--- src/rtl/led_pkg.sv ---
`default_nettype none
// ---------------------------------------------------------------------------
// led_pkg : mode encodings, pattern FSM states, step-period helper.  rev 1.0
// ---------------------------------------------------------------------------
package led_pkg;

  localparam logic [1:0] MODE_OFF    = 2'd0;
  localparam logic [1:0] MODE_BLINK  = 2'd1;
  localparam logic [1:0] MODE_CHASE  = 2'd2;
  localparam logic [1:0] MODE_BOUNCE = 2'd3;

  typedef enum logic [2:0] {
    S_OFF   = 3'd0,
    S_BLINK = 3'd1,
    S_CHASE = 3'd2,
    S_BNC_L = 3'd3,
    S_BNC_R = 3'd4
  } state_t;

  // rate 0 is the slowest (8 base periods), rate 3 the fastest (1 base period)
  function automatic logic [31:0] period_of(input logic [1:0] rate, input logic [31:0] base);
    return base << (2'd3 - rate);
  endfunction

endpackage
`default_nettype wire

--- src/rtl/led_tick_gen.sv ---
`default_nettype none
// ---------------------------------------------------------------------------
// led_tick_gen : programmable period divider, wrap is high on the last count.
// rev 1.0
// ---------------------------------------------------------------------------
module led_tick_gen #(
  parameter int CNT_W = 32
) (
  input  logic             clk,
  input  logic             rst,
  input  logic [CNT_W-1:0] period,
  input  logic             en,
  input  logic             clr,
  output logic             wrap
);

  logic [CNT_W-1:0] cnt;
  logic             at_end;

  assign at_end = (cnt == period - CNT_W'(1));
  // a clear on the terminal count swallows the wrap
  assign wrap   = en && !clr && at_end;

  always_ff @(posedge clk or posedge rst) begin
    if (rst) begin
      cnt <= '0;
    end else if (clr) begin
      cnt <= '0;
    end else if (en) begin
      if (at_end) cnt <= '0;
      else        cnt <= cnt + CNT_W'(1);
    end
  end

endmodule
`default_nettype wire

--- src/rtl/led_pattern_ctrl.sv ---
`default_nettype none
// ---------------------------------------------------------------------------
// led_pattern_ctrl : off/blink/chase/bounce LED engine with pause and step.
// rev 1.0
// ---------------------------------------------------------------------------
module led_pattern_ctrl
  import led_pkg::*;
#(
  parameter int N_LED    = 16,
  parameter int BASE_DIV = 12500000,
  parameter int CNT_W    = 32
) (
  input  logic             clk,
  input  logic             rst,
  input  logic [1:0]       mode,
  input  logic [1:0]       rate_sel,
  input  logic             pause,
  input  logic             step,
  output logic [N_LED-1:0] led,
  output logic             tick
);

  logic [1:0]       mode_q;
  logic [1:0]       rate_q;
  state_t           state;
  logic             mode_chg;
  logic             rate_chg;
  logic             wrap;
  logic             adv;
  logic [CNT_W-1:0] period;
  logic [N_LED-1:0] led_shl;
  logic [N_LED-1:0] led_shr;
  logic [N_LED-1:0] led_rol;

  assign period   = CNT_W'(period_of(rate_q, 32'(BASE_DIV)));
  assign mode_chg = (mode != mode_q);
  assign rate_chg = (rate_sel != rate_q);
  // mode change outranks rate change, which outranks any advance
  assign adv      = !mode_chg && !rate_chg && (wrap || (step && pause));

  assign led_shl  = led << 1;
  assign led_shr  = led >> 1;
  assign led_rol  = {led[N_LED-2:0], led[N_LED-1]};

  led_tick_gen #(
    .CNT_W (CNT_W)
  ) u_tick_gen (
    .clk    (clk),
    .rst    (rst),
    .period (period),
    .en     (!pause),
    .clr    (mode_chg || rate_chg),
    .wrap   (wrap)
  );

  always_ff @(posedge clk or posedge rst) begin
    if (rst) begin
      mode_q <= MODE_OFF;
      rate_q <= 2'd0;
      state  <= S_OFF;
      led    <= '0;
      tick   <= 1'b0;
    end else begin
      mode_q <= mode;
      rate_q <= rate_sel;
      tick   <= 1'b0;
      if (mode_chg) begin
        case (mode)
          MODE_OFF:   begin led <= '0;          state <= S_OFF;   end
          MODE_BLINK: begin led <= '0;          state <= S_BLINK; end
          MODE_CHASE: begin led <= N_LED'(1);   state <= S_CHASE; end
          default:    begin led <= N_LED'(1);   state <= S_BNC_L; end
        endcase
      end else if (adv) begin
        tick <= 1'b1;
        case (state)
          S_OFF:   led <= '0;
          S_BLINK: led <= ~led;
          S_CHASE: led <= led_rol;
          S_BNC_L: begin
            led <= led_shl;
            if (led_shl[N_LED-1]) state <= S_BNC_R;
          end
          S_BNC_R: begin
            led <= led_shr;
            if (led_shr == N_LED'(1)) state <= S_BNC_L;
          end
          default: begin led <= '0; state <= S_OFF; end
        endcase
      end
    end
  end

endmodule
`default_nettype wire

--- config.mk ---
export PLATFORM = sky130hd
export DESIGN_NAME = led_pattern_ctrl
export DESIGN_NICKNAME = d
export VERILOG_FILES = /design/src/rtl/led_pkg.sv /design/src/rtl/led_tick_gen.sv /design/src/rtl/led_pattern_ctrl.sv
export SDC_FILE = /design/constraint.sdc
export NUM_CORES = 1
export LEC_CHECK = 0
export BUFFER_PORTS_ARGS = -buffer_cell sky130_fd_sc_hd__buf_4
export CAP_MARGIN = 20
export CELL_PAD_IN_SITES_DETAIL_PLACEMENT = 1
export CELL_PAD_IN_SITES_GLOBAL_PLACEMENT = 2
export CORE_ASPECT_RATIO = 0.5
export CORE_UTILIZATION = 42
export CTS_BUF_LIST = sky130_fd_sc_hd__clkbuf_4 sky130_fd_sc_hd__clkbuf_8
export DETAILED_ROUTE_END_ITERATION = 8
export HOLD_SLACK_MARGIN = 0.08
export PLACE_DENSITY_LB_ADDON = 0.1
export SYNTH_ARGS = -nofsm -noshare
export SYNTH_HDL_FRONTEND = slang
export SYNTH_SLANG_ARGS = --single-unit
export TNS_END_PERCENT = 1
--- constraint.sdc ---
create_clock -name clk -period 6.2 [get_ports clk]
set_input_delay 0.62 -clock clk [delete_from_list [all_inputs] [get_ports clk]]
set_output_delay 0.62 -clock clk [all_outputs]
set_load 0.02 [all_outputs]
Word-level counts from Yosys, hierarchy flattened
Index checks and enable logic that the tools add are counted.

Flip-flop bits (word level): 56. Output and inout bits: 17. Word-level logic and storage cells: 57.

$add $sub $neg: 3. Eq/ne operators: 14. Shift operators: 1. Muxes and demuxes: 15. Bitwise operators: 1. Reduce and logical (&&, ||, !) cells: 17.

Operators with widths (count): 32-bit two-way mux (3); 16-bit case mux with 4 select lines (1); 32-bit by 1-bit adder with 32-bit output (second input constant) (1); 32-bit equality test (1); 16-bit two-way mux (2); 24-bit by 2-bit left shift with 32-bit output (first input constant) (1); 32-bit by 1-bit subtractor with 32-bit output (second input constant) (1); 16-bit NOT (1); 15-bit by 1-bit equality test with 1-bit output (second input constant) (1); 3-bit two-way mux (4); 3-bit case mux with 3 select lines (1); 3-bit by 2-bit equality test with 1-bit output (second input constant) (2); 3-bit inequality test (second input constant) (2); 2-bit case mux with 3 select lines (1); 1-bit logical AND (5); 1-bit zero test (4); 2-bit by 1-bit inequality test with 1-bit output (second input constant) (2); 2-bit inequality test (2); 4-bit AND reduction (1); 3-bit by 1-bit equality test with 1-bit output (second input constant) (1); 3-bit equality test (second input constant) (1); 3-bit zero test (1); 1-bit two-way mux (3); 3-bit OR reduction (1); 7 further kinds (8).

Logic depth before layout (Yosys ltp)
Depth after elaboration: 9. Mapped depth: 9. Depth with buffers taken out: 7.

By module
A second synthesis with hierarchy kept.

Cell total of the unflattened synthesis: 545. Area total of the unflattened synthesis: 4546.9 um2.

By module, submodules not included: led_tick_gen (times used 1, cells each 390, area each 3100.5 um2, seq. area each 800.8 um2); led_pattern_ctrl (times used 1, cells each 155, area each 1446.4 um2, seq. area each 600.6 um2).

Worst setup path before layout
No wires, ideal clock.

Path kind: input to register. Start point: input port mode[1]. End point: register led[0]. Setup time: 124 ps. Data arrival time: 2333 ps. Path slack: 3743 ps. Stages on the path: 8. Buffers on the path: 2. Path through: xor2_1 > nor4_4 > and2_1 > clkbuf_1 > o2111ai_2 > and3_4 > buf_6 > a211o_1.

Word-level cells in the longest chain between the ends: 8. Elaborated cells between the ends (all ways): 15. Those cells by class: 2 x eq/ne; 2 x mux; 11 x reduce/logical.

RTL lines: from (decl) (RTL line led_pattern_ctrl.sv:15) `input logic [1:0] mode,`; 2-bit inequality test (RTL line led_pattern_ctrl.sv:36) `assign mode_chg = (mode != mode_q);`; 1-bit logical OR (RTL line led_pattern_ctrl.sv:52) `.clr (mode_chg || rate_chg),`; 1-bit zero test (RTL line led_tick_gen.sv:22) `assign wrap = en && !clr && at_end;`; 1-bit logical AND (2 in series) (RTL line led_tick_gen.sv:22); 1-bit logical OR (RTL line led_pattern_ctrl.sv:39) `assign adv = !mode_chg && !rate_chg && (wrap || (step && pause));`; 1-bit logical AND (RTL line led_pattern_ctrl.sv:39); 2-bit nonzero test (no source line); to (signal assigned) (RTL line led_pattern_ctrl.sv:78) `S_BLINK: led <= ~led;`; to (signal assigned) (RTL line led_pattern_ctrl.sv:79) `S_CHASE: led <= led_rol;`; to (signal assigned) (RTL line led_pattern_ctrl.sv:81) `led <= led_shl;`; to (decl) (RTL line led_pattern_ctrl.sv:19) `output logic [N_LED-1:0] led,`.

Several ways; a longest one is shown, not always the timed one. A chain may end at the register's enable or synchronous reset.

Worst setup path after layout
Start point: register u_tick_gen.cnt[26]. End point: register u_tick_gen.cnt[31].

Word-level cells in the longest chain between the ends: 4. Elaborated cells between the ends (all ways): 5. Those cells by class: 1 x add/sub; 1 x eq/ne; 3 x mux.

RTL lines: from (decl) (RTL line led_tick_gen.sv:17) `logic [CNT_W-1:0] cnt;`; from (signal assigned) (RTL line led_tick_gen.sv:31) `else cnt <= cnt + CNT_W'(1);`; 32-bit by 1-bit adder with 32-bit output / 32-bit equality test (equally long branches) (RTL line led_tick_gen.sv:31, led_tick_gen.sv:20); 32-bit two-way mux (*) (RTL line led_tick_gen.sv:30) `if (at_end) cnt <= '0;`; 32-bit two-way mux (*) (RTL line led_tick_gen.sv:29) `end else if (en) begin`; 32-bit two-way mux (*) (RTL line led_tick_gen.sv:27) `end else if (clr) begin`.

Mark *: on every way between the ends. The rest lies on a longest branch, timed or not. The select of a mux whose other input is x is not followed.

==> impl_metrics.csv <==
group,metric,value,unit
outcome,status,"finished clean",
cells_and_area,multiInputGateArea,2070,sq um
critical_path,crit_path_max_incr_delay,0.63,ns
drt,vias,3412,
global_routing,antenna_found_initial,0,
synthesis,netlist.area_leader.share,38.4,%
timing,setup_violations,0,
min_path,hp-class,"input pin to asynchronous set/reset pin",
synthesis,synth-async-reset-ratio,100,%
pwr,p_leak,1.54,nW
synthesis,ys_warn_count,0,
drt,final_antenna_net_count,0,
clock_network,postCtsSetupBuffers,0,
cells_and_area,final_cell_area,3990,sq um
critical_path,path_cells,"o2bb2ai_1, a211oi_1, o31a_1, o2111ai_4, buf_4, or4b_2, o21ai_0",
critical_path,worstPathArrival,3.34,ns
cells_and_area,drive_above_1_share,12.4,%
timing,worst_pin_slew,0.940,ns
critical_path,end_kind,"flip-flop",
cells_and_area,diodes,0,
clock_network,clockBufferDepth,2,
clock_network,cts_root_buffer,"clkbuf_8",
cells_and_area,utilization,48.7,%
floorplan,start_util,44.5,%
run,cap_viol_max_count,0,
critical_path,r2r_slack,3.09,ns
clock_network,cts_resized,0,
global_routing,grt_max_degree,52,
placed_design,numPlacedInstances,522,
timing,final.setup.tns,0,ns
critical_path,path_class,"flip-flop to flip-flop",
synthesis,synth.cell_area,3650,sq um
drt,drc_errors,0,
placed_design,dp_hpwl,7.36,mm
synthesis,syn_avg_cell_area,8.84,sq um
clock_network,tritoncts,"done",
critical_path,path_buf_inv,1,
drt,drt_iter0_drc,158,
timing,hold_violations,0,
clock_network,htreeDepth,2,
floorplan,num_rows,23,
floorplan,core,8200,sq um
clock_network,clock_sinks,56,
drt,viasPerCell,6.43,
clock_network,clk_latency,0.33,ns
pwr,pwr_density_cell,178,nW/um^2
global_routing,grt_pass1_wl,17.9,mm
placed_design,gp_congestion,0.825,
synthesis,yosys.area.top_type,"dfrtp_1",
timing,finalCriticalPeriod,3.11,ns
global_routing,grt_pass1_vias,3410,
timing,period_share,50.2,%
critical_path,critPathMaxFanout,32,
clock_network,clk_pin_slew,0.12,ns
placed_design,post_dp_cell_area,3870,sq um
drt,first_pass_iters,4,
critical_path,crit_family,"compound AO/OA/AOI/OAI gates",
synthesis,ys_seq_elements,56,
global_routing,grt-ovfl-total,0,
drt,wl,10.8,mm
synthesis,synthFlopType,"dfrtp_1",
synthesis,synthCells,413,
timing,finClkSkew,0.0216,ns
synthesis,yosysSeqAreaShare,38.4,%
cells_and_area,register_area,1400,sq um
pwr,vdd_drop_max,0.0976,mV
floorplan,die-area,9090,sq um
timing,maxSlewHeadroom,36.9,%
floorplan,die_w,134,microns
synthesis,ys_types,62,
timing,slew_violations,0,
clock_network,hold_buffers,0,
drt,wire_per_inst,20.4,microns
clock_network,cts_buffers,5,
global_routing,grt_util_all_layers,25.3,%
critical_path,crit_slowest_cell,"o2111ai_4",
cells_and_area,syn_to_final_growth,9.32,%
synthesis,syn-num-nets,422,
floorplan,ioPinCount,25,
cells_and_area,n_fill_cell,977,
cells_and_area,nNetsFinal,427,
placed_design,io_buffers,24,
cells_and_area,stdcell_count,531,
critical_path,required,6.43,ns
synthesis,ys_top_cells_by_area,"dfrtp_1, a31oi_1, o2bb2ai_1",
timing,hold_ws,0.299,ns
timing,rsz0062_at_grt,"false",
synthesis,synth_edf_count,0,
critical_path,cp-start-kind,"flip-flop",
timing,fmax,0.321,GHz
floorplan,chipHeight,67.9,microns
[stage by stage]
| step | power, mW | setup slack, ns |
|---|---|---|
| after floorplan | 0.439 | 3.74 |
| after global placement | 0.456 | 3.15 |
| after detailed placement | 0.459 | 3.04 |
| final | 0.711 | 3.09 |
| after global routing | 0.739 | 2.91 |
| after CTS | 0.716 | 3.14 |
[worst paths after layout]
check	start	to	depth (start not counted)
worst min register to register	u_tick_gen.cnt[4]	u_tick_gen.cnt[4]	1
max in group asynchronous	rst	u_tick_gen.cnt[30]	3
worst max-delay path	u_tick_gen.cnt[26]	u_tick_gen.cnt[31]	7
worst min-delay path	rst	led[11]	2
worst max register to register	u_tick_gen.cnt[26]	u_tick_gen.cnt[31]	7
min in group clk	rate_sel[0]	rate_q[0]	1
[worst register-to-register path, cell delays in order, from the launching register on]
cell       delay, ns
dfrtp_1         0.48
o2bb2ai_1       0.26
a211oi_1        0.08
o31a_1          0.40
o2111ai_4       0.63
buf_4           0.43
or4b_2          0.64
o21ai_0         0.11
[where the power goes]
part | switching, mW | leakage (nW) | internal (mW)
logic | 0.0445 | 0.720 | 0.0247
clock network | 0.132 | 0.0592 | 0.127
registers | 0.0130 | 0.765 | 0.370
[flip-flops by register name, summed over array words and instances (netlist names)]
| name | flops |
|---|---|
| mode_q | 2 |
| rate_q | 2 |
| led | 16 |
| u_tick_gen.cnt | 32 |
| state | 3 |
| tick | 1 |
[layer usage]
metal / vias to the layer above / share of wire [%] / track usage, % / routed length, microns
met1: 1767 / 49 / 34.2 / 5320
met3: 2 / 2.9 / 4.22 / 314
met5: - / 0 / 0 / 0
met4: 0 / 0.21 / 4.40 / 23
li1: 1604 / - / - / -
met2: 39 / 48 / 43.7 / 5150
[logic make-up after synthesis]
logic type / synth area share [%]
AO/OA/AOI/OAI: 27.1
XOR/XNOR: 1.20
adder cells (fa/ha/maj): 0.343
buffers and inverters: 5.28
flip-flops: 38.4
multiplexers: 0.548
AND/OR/NAND/NOR: 27.1
[cell usage after synthesis (3+ instances only)]
cell type  count
dfrtp_1       56
nand2_1       43
a31oi_1       41
o21ai_0       24
nand3_1       22
o2bb2ai_1     19
clkbuf_1      17
nor2_1        17
a22oi_1       15
inv_1         13
nand3b_1      13
and3_1        11
and2_1        10
nand4_1        9
buf_2          7
a21oi_1        6
nor4_1         5
xor2_1         5
a41oi_1        4
buf_1          4
nor3_1         4
nor4b_1        4
and4_1         3
nand2b_1       3
o22ai_1        3
or4b_2         3
[cell usage in the layout (no fill, tap or decap), types with 4 or more instances in the layout]
cell	instances
nand3_1	22
nor2_1	17
xor2_1	5
nor3_1	4
nand2_1	43
a31oi_1	41
dfrtp_1	56
and2_1	10
nor4_1	5
nor4b_1	4
a41oi_1	4
a22oi_1	15
nand4_1	9
inv_1	12
o21ai_0	24
clkbuf_8	5
nand3b_1	13
o2bb2ai_1	19
and3_1	11
a21oi_1	6
buf_4	29
[cell type report]
class	count	share of cell area [%]
clock inverters	2	0.972
clock buffers	6	1.91
multi-input cells	313	51.8
repair buffers	29	5.45
well taps	112	3.51
inverters	13	1.22
flip-flops and latches	56	35.1
(Power assumes the default switching activity.)
